<file path="src/rtl/mod_count_ctrl.sv">
// mod_count_ctrl: windowed event counter with modulus-hit pulses, overflow flag
// and a valid/ready result handshake; three-state FSM (IDLE, COUNT, REPORT).
module mod_count_ctrl #(
  parameter int CW = 4,
  parameter int WW = 8
) (
  input  logic          clk,
  input  logic          reset,
  input  logic          start,
  input  logic          abort,
  input  logic [CW-1:0] modulus,
  input  logic [WW-1:0] win_len,
  input  logic          ain,
  output logic          busy,
  output logic          yout,
  output logic [CW-1:0] countout,
  output logic          ovf,
  output logic          res_valid,
  input  logic          res_ready,
  output logic [CW-1:0] res_hits,
  output logic          err
);
  typedef enum logic [1:0] {IDLE, COUNT, REPORT} state_t;
  localparam logic [CW-1:0] CMAX = {CW{1'b1}};
  state_t state_q, state_d;
  logic [CW-1:0] mod_q, mod_d, cnt_q, cnt_d, res_q, res_d, hits_q, hits_d;
  logic [WW-1:0] rem_q, rem_d;
  logic ovf_q, ovf_d, yout_q, yout_d, err_q, err_d, hit;
  always_comb begin
    state_d = state_q;
    mod_d = mod_q;
    cnt_d = cnt_q;
    res_d = res_q;
    hits_d = hits_q;
    rem_d = rem_q;
    ovf_d = ovf_q;
    yout_d = 1'b0;
    err_d = 1'b0;
    hit = 1'b0;
    case (state_q)
      IDLE: if (start) begin
        if (modulus != '0 && win_len != '0) begin
          state_d = COUNT;
          mod_d = modulus;
          rem_d = win_len;
          cnt_d = '0;
          res_d = '0;
          hits_d = '0;
          ovf_d = 1'b0;
        end else err_d = 1'b1;
      end
      COUNT: if (abort) state_d = IDLE;
      else begin
        rem_d = rem_q - 1'b1;
        state_d = (rem_q == WW'(1)) ? REPORT : COUNT;
        if (ain) begin
          // residue tracks events mod modulus; a hit resets it
          hit = (res_q == mod_q - 1'b1);
          cnt_d = cnt_q + 1'b1;
          ovf_d = ovf_q | (cnt_q == CMAX);
          res_d = hit ? '0 : res_q + 1'b1;
          hits_d = hits_q + CW'(hit && hits_q != CMAX);
          yout_d = hit;
        end
      end
      REPORT: if (res_ready) state_d = IDLE;
      default: state_d = IDLE;
    endcase
  end
  always_ff @(posedge clk) begin
    if (!reset) begin
      state_q <= IDLE;
      mod_q <= '0;
      cnt_q <= '0;
      res_q <= '0;
      hits_q <= '0;
      rem_q <= '0;
      ovf_q <= 1'b0;
      yout_q <= 1'b0;
      err_q <= 1'b0;
    end else begin
      state_q <= state_d;
      mod_q <= mod_d;
      cnt_q <= cnt_d;
      res_q <= res_d;
      hits_q <= hits_d;
      rem_q <= rem_d;
      ovf_q <= ovf_d;
      yout_q <= yout_d;
      err_q <= err_d;
    end
  end
  assign busy = (state_q != IDLE);
  assign res_valid = (state_q == REPORT);
  assign yout = yout_q;
  assign countout = cnt_q;
  assign ovf = ovf_q;
  assign res_hits = hits_q;
  assign err = err_q;
endmodule

</file>
<file path="config.mk">
export PLATFORM = sky130hd
export DESIGN_NAME = mod_count_ctrl
export DESIGN_NICKNAME = d
export VERILOG_FILES = /design/src/rtl/mod_count_ctrl.sv
export SDC_FILE = /design/constraint.sdc
export NUM_CORES = 1
export LEC_CHECK = 0
export CAP_MARGIN = 15
export CORE_MARGIN = 2
export CORE_UTILIZATION = 40
export DETAILED_ROUTE_END_ITERATION = 8
export PLACE_DENSITY = 0.75
export SYNTH_ARGS = -nofsm -noshare
export SYNTH_HDL_FRONTEND = slang
export SYNTH_SLANG_ARGS = --single-unit
</file>
<file path="constraint.sdc">
create_clock -name clk -period 2.55 [get_ports clk]
set_input_delay 0.51 -clock clk [delete_from_list [all_inputs] [get_ports clk]]
set_output_delay 0.51 -clock clk [all_outputs]
set_load 0.05 [all_outputs]
</file>
==> Yosys cells after proc, flatten, opt, wreduce, memory -nomap -nowiden <==
Cells that the tools add are included.
{ "totals": {"wordCells": 70, "register_bits": 29, "inputBits": 18, "out_inout_bits": 13} }
{ "op_classes": {"muxes": 28, "eq_ne": 11, "bitwise_logic": 4, "n_reduce_logical": 13, "add_sub_neg": 5} }
{ "ops": {"columns": ["operator", "n"], "rows": [
  ["$mux W4", 9],
  ["$mux W8", 3],
  ["$pmux W4 S2", 3],
  ["$pmux W8 S2", 1],
  ["$mux W2", 5],
  ["$reduce_and A3 Y1", 3],
  ["$add A4 B1 Y4 const B", 2],
  ["$eq A8 B1 Y1 const B", 1],
  ["$ne A2 B2 Y1 const B", 4],
  ["$reduce_bool A8 Y1", 1],
  ["$sub A8 B1 Y8 const B", 1],
  ["$pmux W2 S3", 1],
  ["$mux W1", 5],
  ["$reduce_and A5 Y1", 1],
  ["$add A4 B1 Y4", 1],
  ["$eq A4 B4 Y1", 1],
  ["$eq A4 B4 Y1 const B", 1],
  ["$ne A4 B4 Y1 const B", 1],
  ["$reduce_and A4 Y1", 1],
  ["$reduce_bool A2 Y1", 2],
  ["$reduce_bool A4 Y1", 1],
  ["$reduce_or A4 Y1", 1],
  ["$sub A4 B1 Y4 const B", 1],
  ["$not A1 Y1", 3],
  ["other kinds (7)", 8]
]} }

==> Depth between registers and ports, before layout <==
Gate-level depths: netlist (run 1).
{ "depth": {"depth_word": 7, "mapped_depth": 11, "ltp_nobuf": 11} }

==> Worst setup path before layout (run 1) <==
No wires, ideal clock.
{ "synth_path": {"path_kind": "register -> register", "startpoint": "reg mod_q[0]", "endpoint": "reg hits_q[2], in the netlist res_hits[2]", "n_path_buf": 0, "arrival_ns": 1.885, "t_required_ns": 2.424, "period_less_slack_ns": 2.011, "path_slack_ns": 0.539, "stages_incl_launch_ff": 12, "setup_ns": 0.126, "cell_sequence": "dfxtp_1 inv_1 ha_1 xor2_1 xnor2_1 nand4_1 a41oi_1 ha_1 ha_1 o21ai_1 xor2_1 nor2_1"} }
{ "synth_between": {"elab_chain_cells": 7} }
{ "synth_rtl": {"columns": ["element", "line_no", "source"], "rows": [
  ["start, declared", "26", "logic [CW-1:0] mod_q, mod_d, cnt_q, cnt_d, res_q, res_d, hits_q, hits_d;"],
  ["start signal, assigned", "83", "mod_q <= mod_d;"],
  ["$sub A4 B1 Y4", "58", "hit = (res_q == mod_q - 1'b1);"],
  ["$eq A4 B4 Y1", "58", null],
  ["$logic_and A1 B1 Y1", "62", "hits_d = hits_q + CW'(hit && hits_q != CMAX);"],
  ["$add A4 B1 Y4", "62", null],
  ["$mux W4", "56", "if (ain) begin"],
  ["$mux W4", "52", "COUNT: if (abort) state_d = IDLE;"],
  ["$pmux W4 S2", "40", "case (state_q)"],
  ["end signal, assigned", "86", "hits_q <= hits_d;"],
  ["end, declared", "26", null]
]} }
No other way between the ends. The select of a mux whose other input is x is not followed.
A chain may end at the register's enable or synchronous reset.

==> Final worst setup path (run 1) <==
{ "layout_path": {"startpoint": "in start", "endpoint": "reg res_q[3]"} }
{ "layout_between": {"elab_chain_cells": 2} }
{ "layout_rtl": {"columns": ["element", "line_no", "source"], "rows": [
  ["start, declared", "9", "input logic start,"],
  ["$ne A2 B2 Y1 (no source line)", null, null],
  ["$reduce_and A5 Y1 (no source line)", null, null],
  ["end signal, assigned", "85", "res_q <= res_d;"],
  ["end, declared", "26", null]
]} }
No other way between the ends.

==> results of run 1 <==
## power by group through the flow
stage / registers (W) / clock network, W / logic [W]
after detailed placement: 0.000508 / 0 / 0.000246
after floorplan: 0.000510 / 0 / 0.000156
after global placement: 0.000507 / 0 / 0.000244
after CTS: 0.000498 / 0.000498 / 0.000248
final: 0.000498 / 0.000490 / 0.000248
after global routing: 0.000502 / 0.000532 / 0.000273
## worst reg2reg max path, stage by stage (launching register included)
cell,delay [ns]
dfxtp_1,0.36
inv_1,0.07
ha_1,0.20
xor2_1,0.16
xnor2_1,0.13
nand4_1,0.17
a41oi_1,0.20
ha_1,0.19
ha_1,0.14
o21ai_1,0.07
xor2_1,0.13
nor2_1,0.05
## sequential cells by signal (all words and copies together), names as in the netlist
register and count:
countout 4, state_q 2, yout 1, err 1, res_hits 4, rem_q 8, mod_q 4, ovf 1
res_q 4
## cells in the mapped netlist (2+ instances only)
library cell	instances
ha_1	7
nand3_1	7
nand2_1	16
nor3_1	5
xor2_1	7
mux2i_1	2
nand4_1	5
clkbuf_1	4
nor4_1	4
or2_1	2
o21ai_1	10
buf_2	2
nor3b_1	4
nor2b_1	3
a41oi_1	2
nor2_1	21
a2bb2oi_1	2
nand2b_1	3
nor2_2	2
inv_1	4
a211oi_1	2
a21oi_1	18
dfxtp_1	29
xnor2_1	3
## routing by layer
metal,vias to the layer above,global-route usage,share of wire
li1,740,-,-
met1,663,0.223,0.48
met2,28,0.287,0.47
met3,2,0.0531,0.039
met4,0,0.0807,0.0086
met5,-,0,0
## cell families (layout without fill, tap and decap cells)
kind of cell	after synthesis	in the layout	share of synthesized area
compound gates	43	43	0.177
xor+xnor	10	10	0.0578
fa+ha+maj	7	7	0.0578
buf+inv	11	54	0.0289
flops	29	29	0.383
mux	2	2	0.0132
simple gates	82	82	0.282
## through the flow
stage               power [W]  cells  instance area, µm²
detailed placement   0.000754    267                1930
global route          0.00131    275                2050
CTS                   0.00124    275                2050
finish                0.00124    275                2050
floorplan            0.000666    184                1520
global placement     0.000751    267                1930
## final timing paths
kind / startpoint / endpoint / cells past startpoint
setup / recovery: start / res_q[3] / 6
hold / removal: ovf / ovf / 2
hold reg to reg: ovf / ovf / 2
setup reg to reg: mod_q[0] / res_hits[2] / 11
## layout make-up
class,count,area (µm²)
clock buffer,7,86.3
fill,345,1610
inverter,5,18.8
clock inverter,1,30.0
tap,48,60.1
multi-input combinational,144,892
sequential,29,581
timing repair buffer,41,383
==> run_results.csv, run 1 <==
group,metric,value,unit
critical_path,crit_chain,"clkdlybuf4s50_1 > or3b_4 > a211oi_4 > or2_1 > nand4_1 > a31oi_1",
clock_tree,cts-root-buf,"clkbuf_8",
layout,final_util,0.560,
timing,hold_viol,0,
route,avgViaCountPerCell,5.21,
critical_path,cp.required,2.76,ns
clock_tree,clockBufferDepth,2,
critical_path,rrSetupSlack,0.58,ns
timing,timing.fmax,0.445,GHz
synth,synth_top_area_share,0.383,
timing,setup_ws,0.304,ns
placed_design,port_buffers,30,
layout,mostFrequentLayoutCells,"clkdlybuf4s50_1, dfxtp_1, nor2_1",
clock_tree,clkSlewWorstSetupHoldPaths,0.07,ns
synth,yosysUniqueCellTypes,44,
clock_tree,htree_levels,2,
status,outcome,"completed",
power_and_ir_drop,p_comb_frac,0.201,
route,ant_nets,0,
timing,period_share,0.881,
critical_path,path_buf_inv,1,
timing,tightest_slew,0.499,ns
synth,synthTopCellsByArea,"dfxtp_1, a21oi_1, ha_1",
grt,grt_max_degree,15,
clock_tree,hold_buffers,0,
critical_path,critPathLaunchType,"primary input",
power_and_ir_drop,leakage,0.794,nW
synth,ys.flop_type,"dfxtp_1",
floorplanning,die_width,65.6,µm
clock_tree,cts_resized,0,
placed_design,post-place-ws,0.0337,ns
synth,async_reset_ff_frac,0,
synth,ys_seq_elements,29,
route,finalWirelength,3480,µm
timing,setup_viol_count_final,0,
route,drt_iter0_drc,87,
clock_tree,post_cts_buffers,0,
route,drtPass1Iterations,4,
timing,setup_tns,0,ns
floorplanning,pin_count,31,
power_and_ir_drop,p_per_area,603,nW/µm²
layout,drive_above_1_share,0.106,
placed_design,hpwl,2640,µm
power_and_ir_drop,p_int,0.000908,W
critical_path,critical_path_class,"primary input to register",
power_and_ir_drop,p_clk_frac,0.396,
timing,skew,0.00993,ns
critical_path,cpMaxStageDelayCell,"clkdlybuf4s50_1",
synth,synth_area_leader_cell,"dfxtp_1",
floorplanning,rows,22,
timing,timing.final.crit_period,2.25,ns
power_and_ir_drop,vdd_drop_max,0.323,mV
synth,synth_edf_count,0,
grt,antenna_found_initial,0,
placed_design,place.gp.congestion,0.871,
min_path,hold_path_class,"register to register",
flow_run,drv_cap,0,
synth,yosysWarnings,0,
clock_tree,numCtsBuffers,5,
synth,avgSynthCellArea,8.24,µm²
grt,grtUsageTotal,0.180,
synth,syn-cell-area,1520,µm²
floorplanning,core,3660,µm²
floorplanning,fp.dieArea,4300,µm²
layout,n_antenna_cell,0,
grt,grt_pass1_vias,1376,
critical_path,worstPathArrival,2.46,ns
timing,timing.hold.ws,0.480,ns
layout,layout.nets,251,
route,wl_per_cell,12.7,µm
clock_tree,clock-sinks,29,
synth,synth_seq_area_share,0.383,
critical_path,endpoint_kind,"register",
layout,syn_to_final_growth,35.2,%
grt,grt_first_pass_wirelength,5970,µm
power_and_ir_drop,switching_power,0.000328,W
timing,slew_headroom,0.666,
critical_path,slowest_delay,0.46,ns
route,vias,1433,
floorplanning,start_util,0.414,
synth,syn-num-nets,209,
power_and_ir_drop,power_frac_seq,0.403,
synth,synth_cells,184,
route,route.detailed.drc,0,
power_and_ir_drop,p_sw_frac,0.265,
floorplanning,dieHeight,65.6,µm
critical_path,cpLargestDelayFamily,"simple AND/OR/NAND/NOR gates",
clock_tree,cts_tree,"done",
clock_tree,clock_latency,0.28,ns
layout,layout_commonest_cell,"clkdlybuf4s50_1",
timing,rsz0062_at_grt,"false",
critical_path,path_max_fanout,9,
timing,slew_violations,0,
grt,grt-ovfl-total,0,
(Power assumes the default switching activity.)
==> inputs of run 2 (changes only) <==
==> constraint.sdc (replaced) <==
create_clock -name clk -period 2.4 [get_ports clk]
set_input_delay 0.48 -clock clk [delete_from_list [all_inputs] [get_ports clk]]
set_output_delay 0.48 -clock clk [all_outputs]
set_load 0.05 [all_outputs]
==> run_results.csv, run 2 (synthesis gave the netlist of run 1 again) <==
group,metric,value,unit
layout,final_util,0.571,
critical_path,worstPathArrival,1.72,ns
flow_run,drv_cap,0,
timing,slew_violations,0,
critical_path,endpoint_kind,"primary output",
layout,drive_above_1_share,0.122,
layout,design_area,2090,µm²
timing,setup_viol_count_final,0,
placed_design,post-place-ws,0.0424,ns
layout,largest-register,"rem_q",
power_and_ir_drop,p_per_area,638,nW/µm²
timing,rsz0062_at_grt,"false",
route,route.detailed.drc,0,
timing,hold_viol,0,
power_and_ir_drop,p_comb_frac,0.208,
placed_design,dp_cells,270,
layout,layout_commonest_cell,"clkdlybuf4s50_1",
power_and_ir_drop,switching_power,0.000359,W
timing,timing.fmax,0.455,GHz
critical_path,cpMaxStageDelayCell,"clkdlybuf4s50_1",
clock_tree,htree_levels,2,
grt,antenna_found_initial,0,
critical_path,cp.required,1.92,ns
layout,final.fill_count,352,
power_and_ir_drop,power_frac_seq,0.396,
grt,grt_first_pass_wirelength,5990,µm
timing,period_share,0.916,
layout,largest_reg_flops,8,
route,avgViaCountPerCell,5.31,
floorplanning,start_util,0.414,
layout,syn_to_final_growth,37.8,%
route,finalWirelength,3530,µm
critical_path,path_max_fanout,6,
route,drt_iter0_drc,86,
placed_design,hpwl,2700,µm
clock_tree,cts_tree,"done",
timing,timing.final.crit_period,2.20,ns
floorplanning,core,3660,µm²
clock_tree,clockBufferDepth,2,
layout,layoutNonFillerInstCount,278,
clock_tree,clock-sinks,29,
critical_path,slowest_delay,0.82,ns
timing,tightest_slew,0.503,ns
clock_tree,clock_latency,0.28,ns
power_and_ir_drop,p_clk_frac,0.395,
floorplanning,fp.dieArea,4300,µm²
power_and_ir_drop,p_int,0.000975,W
placed_design,place.gp.congestion,0.836,
power_and_ir_drop,vdd_drop_max,0.537,mV
grt,grt_max_degree,18,
clock_tree,clkSlewWorstSetupHoldPaths,0.07,ns
critical_path,critical_path_class,"register to primary output",
grt,grt_pass1_vias,1336,
route,ant_nets,0,
min_path,hold_path_class,"register to register",
layout,mostFrequentLayoutCells,"clkdlybuf4s50_1, dfxtp_1, nor2_1",
clock_tree,cts-root-buf,"clkbuf_8",
clock_tree,cts_resized,0,
layout,n_antenna_cell,0,
floorplanning,pin_count,31,
route,vias,1476,
grt,grt-ovfl-total,0,
status,outcome,"completed",
critical_path,critPathLaunchType,"register",
route,wl_per_cell,12.7,µm
placed_design,port_buffers,30,
placed_design,placed_area,1970,µm²
timing,setup_ws,0.202,ns
floorplanning,rows,22,
route,drtPass1Iterations,4,
power_and_ir_drop,p_sw_frac,0.269,
clock_tree,numCtsBuffers,5,
clock_tree,hold_buffers,0,
floorplanning,dieHeight,65.6,µm
power_and_ir_drop,leakage,0.812,nW
clock_tree,post_cts_buffers,0,
critical_path,crit_chain,"nor2b_1 > clkdlybuf4s50_1",
timing,skew,0.00801,ns
grt,grtUsageTotal,0.180,
timing,setup_tns,0,ns
floorplanning,die_width,65.6,µm
layout,layout.nets,254,
timing,slew_headroom,0.664,
run 2: worst max-delay path: cells and delay by family (launching register included):
family,cells,cell delay (ns)
simple gates,1,0.19
flops,1,0.42
buf+inv,1,0.82
run 2: routing by layer:
layer | GRT usage | part of all wire | up-vias
li1 | - | - | 755
met1 | 0.237 | 0.49 | 677
met2 | 0.283 | 0.45 | 31
met3 | 0.0325 | 0.040 | 13
met4 | 0.0885 | 0.025 | 0
met5 | 0 | 0 | -
run 2: per-stage QoR:
stage	total power (W)	hold slack, ns
final	0.00133	0.481
after global routing	0.00140	0.505
after CTS	0.00134	0.481
after detailed placement	0.000814	0.473
after global placement	0.000810	0.458
after floorplan	0.000708	0.459
run 2: final cells by class:
type | count | area (µm²) | area share
Clock buffer | 6 | 82.6 | 0.0395
Clock inverter | 2 | 37.5 | 0.0180
Inverter | 5 | 18.8 | 0.00898
Multi-Input combinational cell | 144 | 892 | 0.427
Sequential cell | 29 | 581 | 0.278
Tap cell | 48 | 60.1 | 0.0287
Timing Repair Buffer | 44 | 418 | 0.200
run 2: worst paths after layout:
| kind | from | end | slack (ns) | depth (start not counted) |
|---|---|---|---|---|
| hold / removal | rem_q[6] | rem_q[6] | 0.48 | 2 |
| setup reg to reg | mod_q[0] | res_hits[2] | 0.40 | 11 |
| setup / recovery | state_q[1] | res_valid | 0.20 | 2 |
| hold reg to reg | rem_q[6] | rem_q[6] | 0.48 | 2 |
run 2: power groups by stage:
stage,clock network (W),logic (W),registers (W)
final,0.000527,0.000278,0.000529
after global routing,0.000561,0.000306,0.000532
after CTS,0.000533,0.000277,0.000528
after detailed placement,0,0.000275,0.000539
after global placement,0,0.000272,0.000538
after floorplan,0,0.000165,0.000542
==> inputs of run 3 (changes only) <==
--- a/config.mk
+++ b/config.mk
@@ -5,6 +5,7 @@
 export SDC_FILE = /design/constraint.sdc
 export NUM_CORES = 1
 export LEC_CHECK = 0
+export ABC_CLOCK_PERIOD_IN_PS = 2400
 export CAP_MARGIN = 15
 export CORE_MARGIN = 2
 export CORE_UTILIZATION = 40
==> results of run 3 <==
The final DEF is identical to that of run 2; final timing and power are the same.
